## config.mk

```make
export PLATFORM = sky130hd
export DESIGN_NAME = seq_magnitude_comparator
export DESIGN_NICKNAME = d
export VERILOG_FILES = /design/src/rtl/seq_magnitude_comparator_pkg.sv /design/src/rtl/seq_magnitude_comparator_chunk_compare.sv /design/src/rtl/seq_magnitude_comparator.sv
export SDC_FILE = /design/constraint.sdc
export NUM_CORES = 1
export LEC_CHECK = 0
export ABC_CLOCK_PERIOD_IN_PS = 2800
export CORE_ASPECT_RATIO = 0.7
export CORE_MARGIN = 2
export CORE_UTILIZATION = 46
export DETAILED_ROUTE_END_ITERATION = 10
export GPL_TIMING_DRIVEN = 0
export PLACE_DENSITY = 0.76
export SYNTH_ARGS = -nofsm -noshare
export SYNTH_HDL_FRONTEND = slang
export SYNTH_HIERARCHICAL = 1
export SYNTH_SLANG_ARGS = --single-unit
```

## constraint.sdc

```tcl
create_clock -name clk -period 2.8 [get_ports clk]
set_input_delay 0.28 -clock clk [delete_from_list [all_inputs] [get_ports clk]]
set_output_delay 0.28 -clock clk [all_outputs]
set_load 0.03 [all_outputs]
```

## src/rtl/seq_magnitude_comparator_pkg.sv

```systemverilog
// Shared definitions for seq_magnitude_comparator: FSM states, result encodings
// and cascade resolution.
package seq_magnitude_comparator_pkg;

    typedef enum logic {
        S_IDLE = 1'b0,
        S_BUSY = 1'b1
    } state_t;

    // Results are packed as {lt, eq, gt}
    localparam logic [2:0] RES_LT = 3'b100;
    localparam logic [2:0] RES_EQ = 3'b010;
    localparam logic [2:0] RES_GT = 3'b001;

    // gt_in wins over lt_in, which wins over eq_in; no cascade input at all means equal
    function automatic logic [2:0] resolve_cascade(input logic lt_c, input logic eq_c,
                                                   input logic gt_c);
        logic [2:0] res;
        casez ({gt_c, lt_c, eq_c})
            3'b1??:  res = RES_GT;
            3'b01?:  res = RES_LT;
            default: res = RES_EQ;
        endcase
        return res;
    endfunction

endpackage

```

## src/rtl/seq_magnitude_comparator_chunk_compare.sv

```systemverilog
// Combinational magnitude compare of one W-bit slice.
module chunk_compare #(
    parameter int W = 4
) (
    input  logic [W-1:0] x,
    input  logic [W-1:0] y,
    output logic         x_gt_y,
    output logic         x_lt_y
);

    assign x_gt_y = (x > y);
    assign x_lt_y = (x < y);

endmodule

```

## src/rtl/seq_magnitude_comparator.sv

```systemverilog
// Sequential MSB-first magnitude comparator with early exit and cascade inputs.
// Define SIGNED_CMP_EN for two's-complement operands (sign bit flipped on the MSB slice).
module seq_magnitude_comparator
    import seq_magnitude_comparator_pkg::*;
#(
    parameter int WIDTH = 16,
    parameter int CHUNK = 4
) (
    input  logic             clk,
    input  logic             rst,
    input  logic             start,
    output logic             ready,
    input  logic [WIDTH-1:0] a,
    input  logic [WIDTH-1:0] b,
    input  logic             lt_in,
    input  logic             eq_in,
    input  logic             gt_in,
    output logic             lt,
    output logic             eq,
    output logic             gt,
    output logic             out_valid
);

    localparam int NCHUNK = WIDTH / CHUNK;
    localparam int IDXW   = (NCHUNK > 1) ? $clog2(NCHUNK) : 1;
    localparam logic [IDXW-1:0] LAST_IDX = IDXW'(NCHUNK - 1);

    state_t            state_q, state_d;
    logic [IDXW-1:0]   idx_q, idx_d;
    logic [WIDTH-1:0]  a_q, a_d;
    logic [WIDTH-1:0]  b_q, b_d;
    logic [2:0]        casc_q, casc_d;
    logic [2:0]        res_q, res_d;
    logic              out_valid_q, out_valid_d;

    logic [CHUNK-1:0]  slice_a, slice_b;
    logic              slice_gt, slice_lt;

    always_comb begin
        slice_a = a_q[int'(idx_q) * CHUNK +: CHUNK];
        slice_b = b_q[int'(idx_q) * CHUNK +: CHUNK];
`ifdef SIGNED_CMP_EN
        // Flipping the sign bit maps two's complement order onto unsigned order
        if (idx_q == LAST_IDX) begin
            slice_a[CHUNK-1] = ~slice_a[CHUNK-1];
            slice_b[CHUNK-1] = ~slice_b[CHUNK-1];
        end
`endif
    end

    chunk_compare #(
        .W (CHUNK)
    ) u_chunk_compare (
        .x      (slice_a),
        .y      (slice_b),
        .x_gt_y (slice_gt),
        .x_lt_y (slice_lt)
    );

    always_comb begin
        state_d     = state_q;
        idx_d       = idx_q;
        a_d         = a_q;
        b_d         = b_q;
        casc_d      = casc_q;
        res_d       = res_q;
        out_valid_d = 1'b0;

        case (state_q)
            S_IDLE: begin
                if (start) begin
                    a_d     = a;
                    b_d     = b;
                    casc_d  = {lt_in, eq_in, gt_in};
                    idx_d   = LAST_IDX;
                    state_d = S_BUSY;
                end
            end
            S_BUSY: begin
                if (slice_gt) begin
                    res_d       = RES_GT;
                    out_valid_d = 1'b1;
                    state_d     = S_IDLE;
                end else if (slice_lt) begin
                    res_d       = RES_LT;
                    out_valid_d = 1'b1;
                    state_d     = S_IDLE;
                end else if (idx_q == '0) begin
                    res_d       = resolve_cascade(casc_q[2], casc_q[1], casc_q[0]);
                    out_valid_d = 1'b1;
                    state_d     = S_IDLE;
                end else begin
                    idx_d = idx_q - 1'b1;
                end
            end
            default: state_d = S_IDLE;
        endcase
    end

    always_ff @(posedge clk or posedge rst) begin
        if (rst) begin
            state_q     <= S_IDLE;
            idx_q       <= LAST_IDX;
            a_q         <= '0;
            b_q         <= '0;
            casc_q      <= '0;
            res_q       <= '0;
            out_valid_q <= 1'b0;
        end else begin
            state_q     <= state_d;
            idx_q       <= idx_d;
            a_q         <= a_d;
            b_q         <= b_d;
            casc_q      <= casc_d;
            res_q       <= res_d;
            out_valid_q <= out_valid_d;
        end
    end

    assign ready     = (state_q == S_IDLE);
    assign lt        = res_q[2];
    assign eq        = res_q[1];
    assign gt        = res_q[0];
    assign out_valid = out_valid_q;

endmodule

```

# Word level (Yosys, flattened, before mapping)
# Index checks and enable logic that the tools add are counted.
op_classes:
  eq_ne: 5
  n_reduce_logical: 5
  mux: 18
  n_bitwise: 1
  n_addsub: 1
  shifts: 2
  n_lt_le_gt_ge: 2
op_table:
  columns: ["operator", "n"]
  rows:
  - ["$shiftx A16 B5 Y4", 2]
  - ["$mux W3", 3]
  - ["$mux W1", 8]
  - ["$mux W2", 4]
  - ["$ne A2 B2 Y1 const B", 4]
  - ["$pmux W3 S2", 1]
  - ["$gt A4 B4 Y1", 1]
  - ["$lt A4 B4 Y1", 1]
  - ["$pmux W2 S2", 1]
  - ["$reduce_and A2 Y1", 2]
  - ["$reduce_and A4 Y1", 1]
  - ["$reduce_bool A3 Y1", 1]
  - ["$eq A2 B1 Y1 const B", 1]
  - ["$logic_not A2 Y1", 1]
  - ["$pmux W1 S2", 1]
  - ["$sub A2 B1 Y2 const B", 1]
  - ["$not A1 Y1", 1]
word_totals:
  elab_cells: 41
  regBits: 42
  output_inout_bits: 5

# Longest topological paths before layout
# Gate-level depths: netlist of the first run.
depth:
  depth_word: 5
  mapped_depth: 10
  mapped_depth_nobuf: 9

# Cells and area by module
# The synthesis of the first run kept the hierarchy.
by_module_without_submodules:
  columns: ["mod", "area_each_um2", "cells_per_inst", "n_inst", "seq_area_each_um2"]
  rows:
  - ["seq_magnitude_comparator", 1951.9, 114, 1, 1028.5]
  - ["chunk_compare", 113.9, 15, 1, 0.0]

# Worst setup path before layout of the first run
# No wires, ideal clock.
synth_timing:
  kind: "reg2reg"
  startpoint: "register idx_q[0]"
  endpoint: "register idx_q[1]"
  n_path_buf: 1
  period_less_slack_ps: 2620
  setup_slack_ps: 180
  t_arrival_ps: 2533
  stages_incl_launch_ff: 10
  path_cell_list: "dfstp_2 buf_4 mux4_2 ha_1 nand2_1 o21bai_1 a2bb2oi_1 nor4b_4 or2_1 a2bb2oi_1"
synth_rtl:
  columns: ["item", "line", "source"]
  rows:
  - ["from (decl)", "seq_magnitude_comparator.sv:29", "logic [IDXW-1:0] idx_q, idx_d;"]
  - ["from (signal assigned)", "seq_magnitude_comparator.sv:111", "idx_q <= idx_d;"]
  - ["$shiftx A16 B5 Y4", "seq_magnitude_comparator.sv:40", "slice_a = a_q[int'(idx_q) * CHUNK +: CHUNK];"]
  - ["net slice_a[3]", "seq_magnitude_comparator.sv:36", "logic [CHUNK-1:0] slice_a, slice_b;"]
  - ["$gt A4 B4 Y1", "seq_magnitude_comparator_chunk_compare.sv:11", "assign x_gt_y = (x > y);"]
  - ["net slice_gt", "seq_magnitude_comparator.sv:37", "logic slice_gt, slice_lt;"]
  - ["$ne A2 B2 Y1 (no line)", null, null]
  - ["$reduce_and A4 Y1 (no line)", null, null]
# The timed path passes the listed nets, and every way through them passes these cells. The select of a mux whose other input is x is not followed.
# A chain may end at the register's enable or synchronous reset.

# Worst setup path after layout of the first run
layout_timing:
  startpoint: "register idx_q[0]"
  endpoint: "register res_q[1]"
layout_via:
  elab_chain_len: 4
layout_rtl:
  columns: ["item", "line", "source"]
  rows:
  - ["$shiftx A16 B5 Y4 (*)", "seq_magnitude_comparator.sv:40", null]
  - ["net slice_a[3]", "seq_magnitude_comparator.sv:36", null]
  - ["$lt A4 B4 Y1 (*)", "seq_magnitude_comparator_chunk_compare.sv:12", "assign x_lt_y = (x < y);"]
  - ["net slice_lt", "seq_magnitude_comparator.sv:37", null]
  - ["$reduce_bool A3 Y1 (no line) / $mux W3 (equally long branches)", null, null]
  - ["$reduce_and A2 Y1 (no line) / $mux W3 (equally long branches)", null, null]
  - ["to (signal assigned)", "seq_magnitude_comparator.sv:115", "res_q <= res_d;"]
  - ["to (decl)", "seq_magnitude_comparator.sv:33", "logic [2:0] res_q, res_d;"]
# Mark *: on every way through the listed nets, which the timed path passes. The rest lies on a longest branch.

==> metrics.yaml, run 1 <==
yosysMostFrequentCell: "dfrtp_1"
n_antenna_cell: 0
whs_ps: 468
fin_crit_sh_pct: 96.2
synth.distinct_cells: 29
worst_pin_slew_ps: 855
htree_num_levels: 2
dieWidth_um: 84.1
fmax_mhz: 371
cts_hold_buf: 0
power.internal_mw: 2.09
synthFlopType: "dfrtp_1"
powerDensity_nw_per_um2: 1140
place.port_buffers: 41
cp-startpoint: "idx_q[0]"
seq_power_share_pct: 33.9
synth_cells: 129
rsz0062_at_grt: "false"
fin_worst_skew_ps: 5.60
p_leak_nw: 1.22
grt-ovfl-total: 0
setup_viol: 0
clk_latency_ps: 300
path_delay_family: "simple AND/OR/NAND/NOR gates"
stdcell_area_sq_um: 2700
slowest_stage: "dfstp_2"
min_path_type: "in2async"
cts_tree: "yes"
postSynth.asyncResetShare_pct: 100
drt_iter0_markers: 32
nets: 222
startpoint_type: "flip-flop"
postRouteAntennaNets: 0
cts.path.max_buffers: 2
crit_fanout: 10
endpoint: "res_q[1]"
die_area_sq_um: 5050
crit_type: "reg2reg"
syn-mean-instance-area_sq_um: 16.0
io_pins: 43
path_clk_slew_ps: 80
drive_gt1_share_pct: 37.2
slew_headroom_pct: 42.9
gp_congestion: 0.750
tritoncts.num_buffers: 5
ys_ff_latch: 41
hold_viol: 0
r2r_slack_ps: 110
grt_max_degree: 42
cap_viol_max_count: 0
ir_worst_vdd_v: 0.000668
regToRegStartpoint: "idx_q[0]"
vias: 1216
yosysTopAreaCell: "dfrtp_1"
clockPowerShare_pct: 16.2
synth_area_leaders: "dfrtp_1, mux2_4, mux4_2"
switching_share_pct: 31.9
gr-usage-all-layers_pct: 18.2
initial_core_util_pct: 47.7
row_count: 20
clkSinkCount: 41
yosys.area.top_type_share_pct: 47.2
crit_path_end_kind: "flip-flop"
max_stage_delay_ps: 570
syn_nets: 172
drc: 0
post_drt_wl_per_cell_um: 16.7
grt_first_pass_wirelength_mm: 6.76
grt_pass1_vias: 1357
crit_chain: "buf_12 > mux4_2 > ha_1 > nand2_1 > o21bai_1 > and2_4 > or2_2 > o21a_1 > o21ai_0"
antenna_found_initial: 0
synth-edff-count: 0
dp_hpwl_mm: 2.74
syn_area_sq_um: 2070
ys_top_cells_by_count: "dfrtp_1, mux2_4, inv_1"
reg2reg_to: "res_q[1]"
maxSlewViolCount: 0
vias_per_cell: 5.17
cts_root_buf: "clkbuf_8"
cp.required_ps: 3020
die_h_um: 60.1
post_dp_cell_area_sq_um: 2540
cp.depth: 9
drt-total-wl_mm: 3.92
critPathArrivalTime_ps: 2920
cp_num_buf_inv: 1
seq_area_frac_synth_pct: 49.8
yosys_warnings: 6
status: "complete, no violations"
period_minus_slack_ps: 2690
core_area_sq_um: 4330
p_comb_share_pct: 49.9
switchingPower_mw: 0.981
worstRegToRegCells: 9
dr.pass1.iters: 4
area_growth_pct: 30.9
-- layer usage --
layer | GRT usage (%) | part of all wire (%) | routed length, um | up-vias
met3 | 6.63 | 6.7 | 262 | 7
li1 | - | - | - | 557
met4 | 6.68 | 1.1 | 43 | 0
met1 | 22.7 | 47 | 1840 | 608
met5 | 0 | 0 | 0 | -
met2 | 29.6 | 45 | 1780 | 44
-- registers in the layout, indices dropped and copies added, names as in the netlist --
name / count
a_q: 16
b_q: 16
casc_q: 2
idx_q: 2
out_valid: 1
res_q: 3
state_q: 1
-- cell type report --
class,instances,area [sq um]
Clock inverter,1,30.0
Timing Repair Buffer,43,425
Tap cell,55,68.8
Buffer,6,96.3
Clock buffer,7,86.3
Fill cell,335,1630
Inverter,9,33.8
Sequential cell,41,1030
Multi-Input combinational cell,73,935
-- kinds of logic (layout without fill, tap and decap cells) --
| kind of cell | count (synthesis) | count (layout) | share of synthesized area, % |
|---|---|---|---|
| flops | 41 | 41 | 49.8 |
| fa+ha+maj | 5 | 5 | 3.03 |
| compound gates | 12 | 12 | 3.82 |
| simple gates | 14 | 14 | 5.15 |
| mux | 42 | 42 | 32.5 |
| buf+inv | 15 | 66 | 5.69 |
-- timing repair --
action | CTS | global route
setup endpoints to repair | 1 | 4
resized for setup | 2 | 5
pin swaps | 1 | 2
buffers inserted | 0 | 2
-- worst min path at each step --
stage | startpoint | endpoint | cells after the start | slack [ps]
after CTS | rst | b_q[10] | 2 | 500
after global placement | res_q[0] | res_q[0] | 1 | 470
after floorplan | a[10] | a_q[10] | 1 | 430
after detailed placement | a_q[3] | a_q[3] | 1 | 490
final | rst | b_q[10] | 2 | 470
after global routing | res_q[0] | res_q[0] | 1 | 520
-- power by group through the flow --
stage,clock network (mW),registers [mW],logic [mW]
after global routing,0.535,1.08,1.66
after detailed placement,0,1.05,1.43
after CTS,0.506,1.04,1.47
after floorplan,0,1.03,1.12
after global placement,0,1.03,1.39
final,0.497,1.04,1.53
-- per-stage QoR --
| stage | std cells | setup TNS (ps) | util, % | worst slack (ps) | power, mW |
|---|---|---|---|---|---|
| finish | 235 | 0 | 62.5 | 106 | 3.07 |
| global placement | 225 | -15.0 | 58.8 | -15.0 | 2.42 |
| global route | 235 | 0 | 62.5 | 0.674 | 3.28 |
| floorplan | 129 | 0 | - | 180 | 2.15 |
| CTS | 233 | 0 | 61.7 | 44.2 | 3.02 |
| detailed placement | 225 | -65.4 | 58.8 | -65.4 | 2.48 |
-- cell usage in the layout, fill, tap and decap left out, types with 2 or more instances in the layout --
cell type,netlist,routed
dfstp_2,2,2
a21oi_1,5,5
buf_12,3,4
inv_1,9,8
mux2_2,5,5
buf_4,1,2
a2bb2oi_2,0,2
clkbuf_8,0,6
mux2_4,29,29
dfrtp_1,39,39
clkdlybuf4s50_1,0,41
mux4_2,8,8
ha_1,5,5
nand2_1,4,4
No activity file was read; power rests on OpenSTA's default activity.
==> inputs of run 2 (changes only) <==
--- a/config.mk
+++ b/config.mk
@@ -5,7 +5,6 @@
 export SDC_FILE = /design/constraint.sdc
 export NUM_CORES = 1
 export LEC_CHECK = 0
-export ABC_CLOCK_PERIOD_IN_PS = 2800
 export CORE_ASPECT_RATIO = 0.7
 export CORE_MARGIN = 2
 export CORE_UTILIZATION = 46
==> results of run 2 <==
No change in the layout: final DEF, timing and power equal those of run 1.
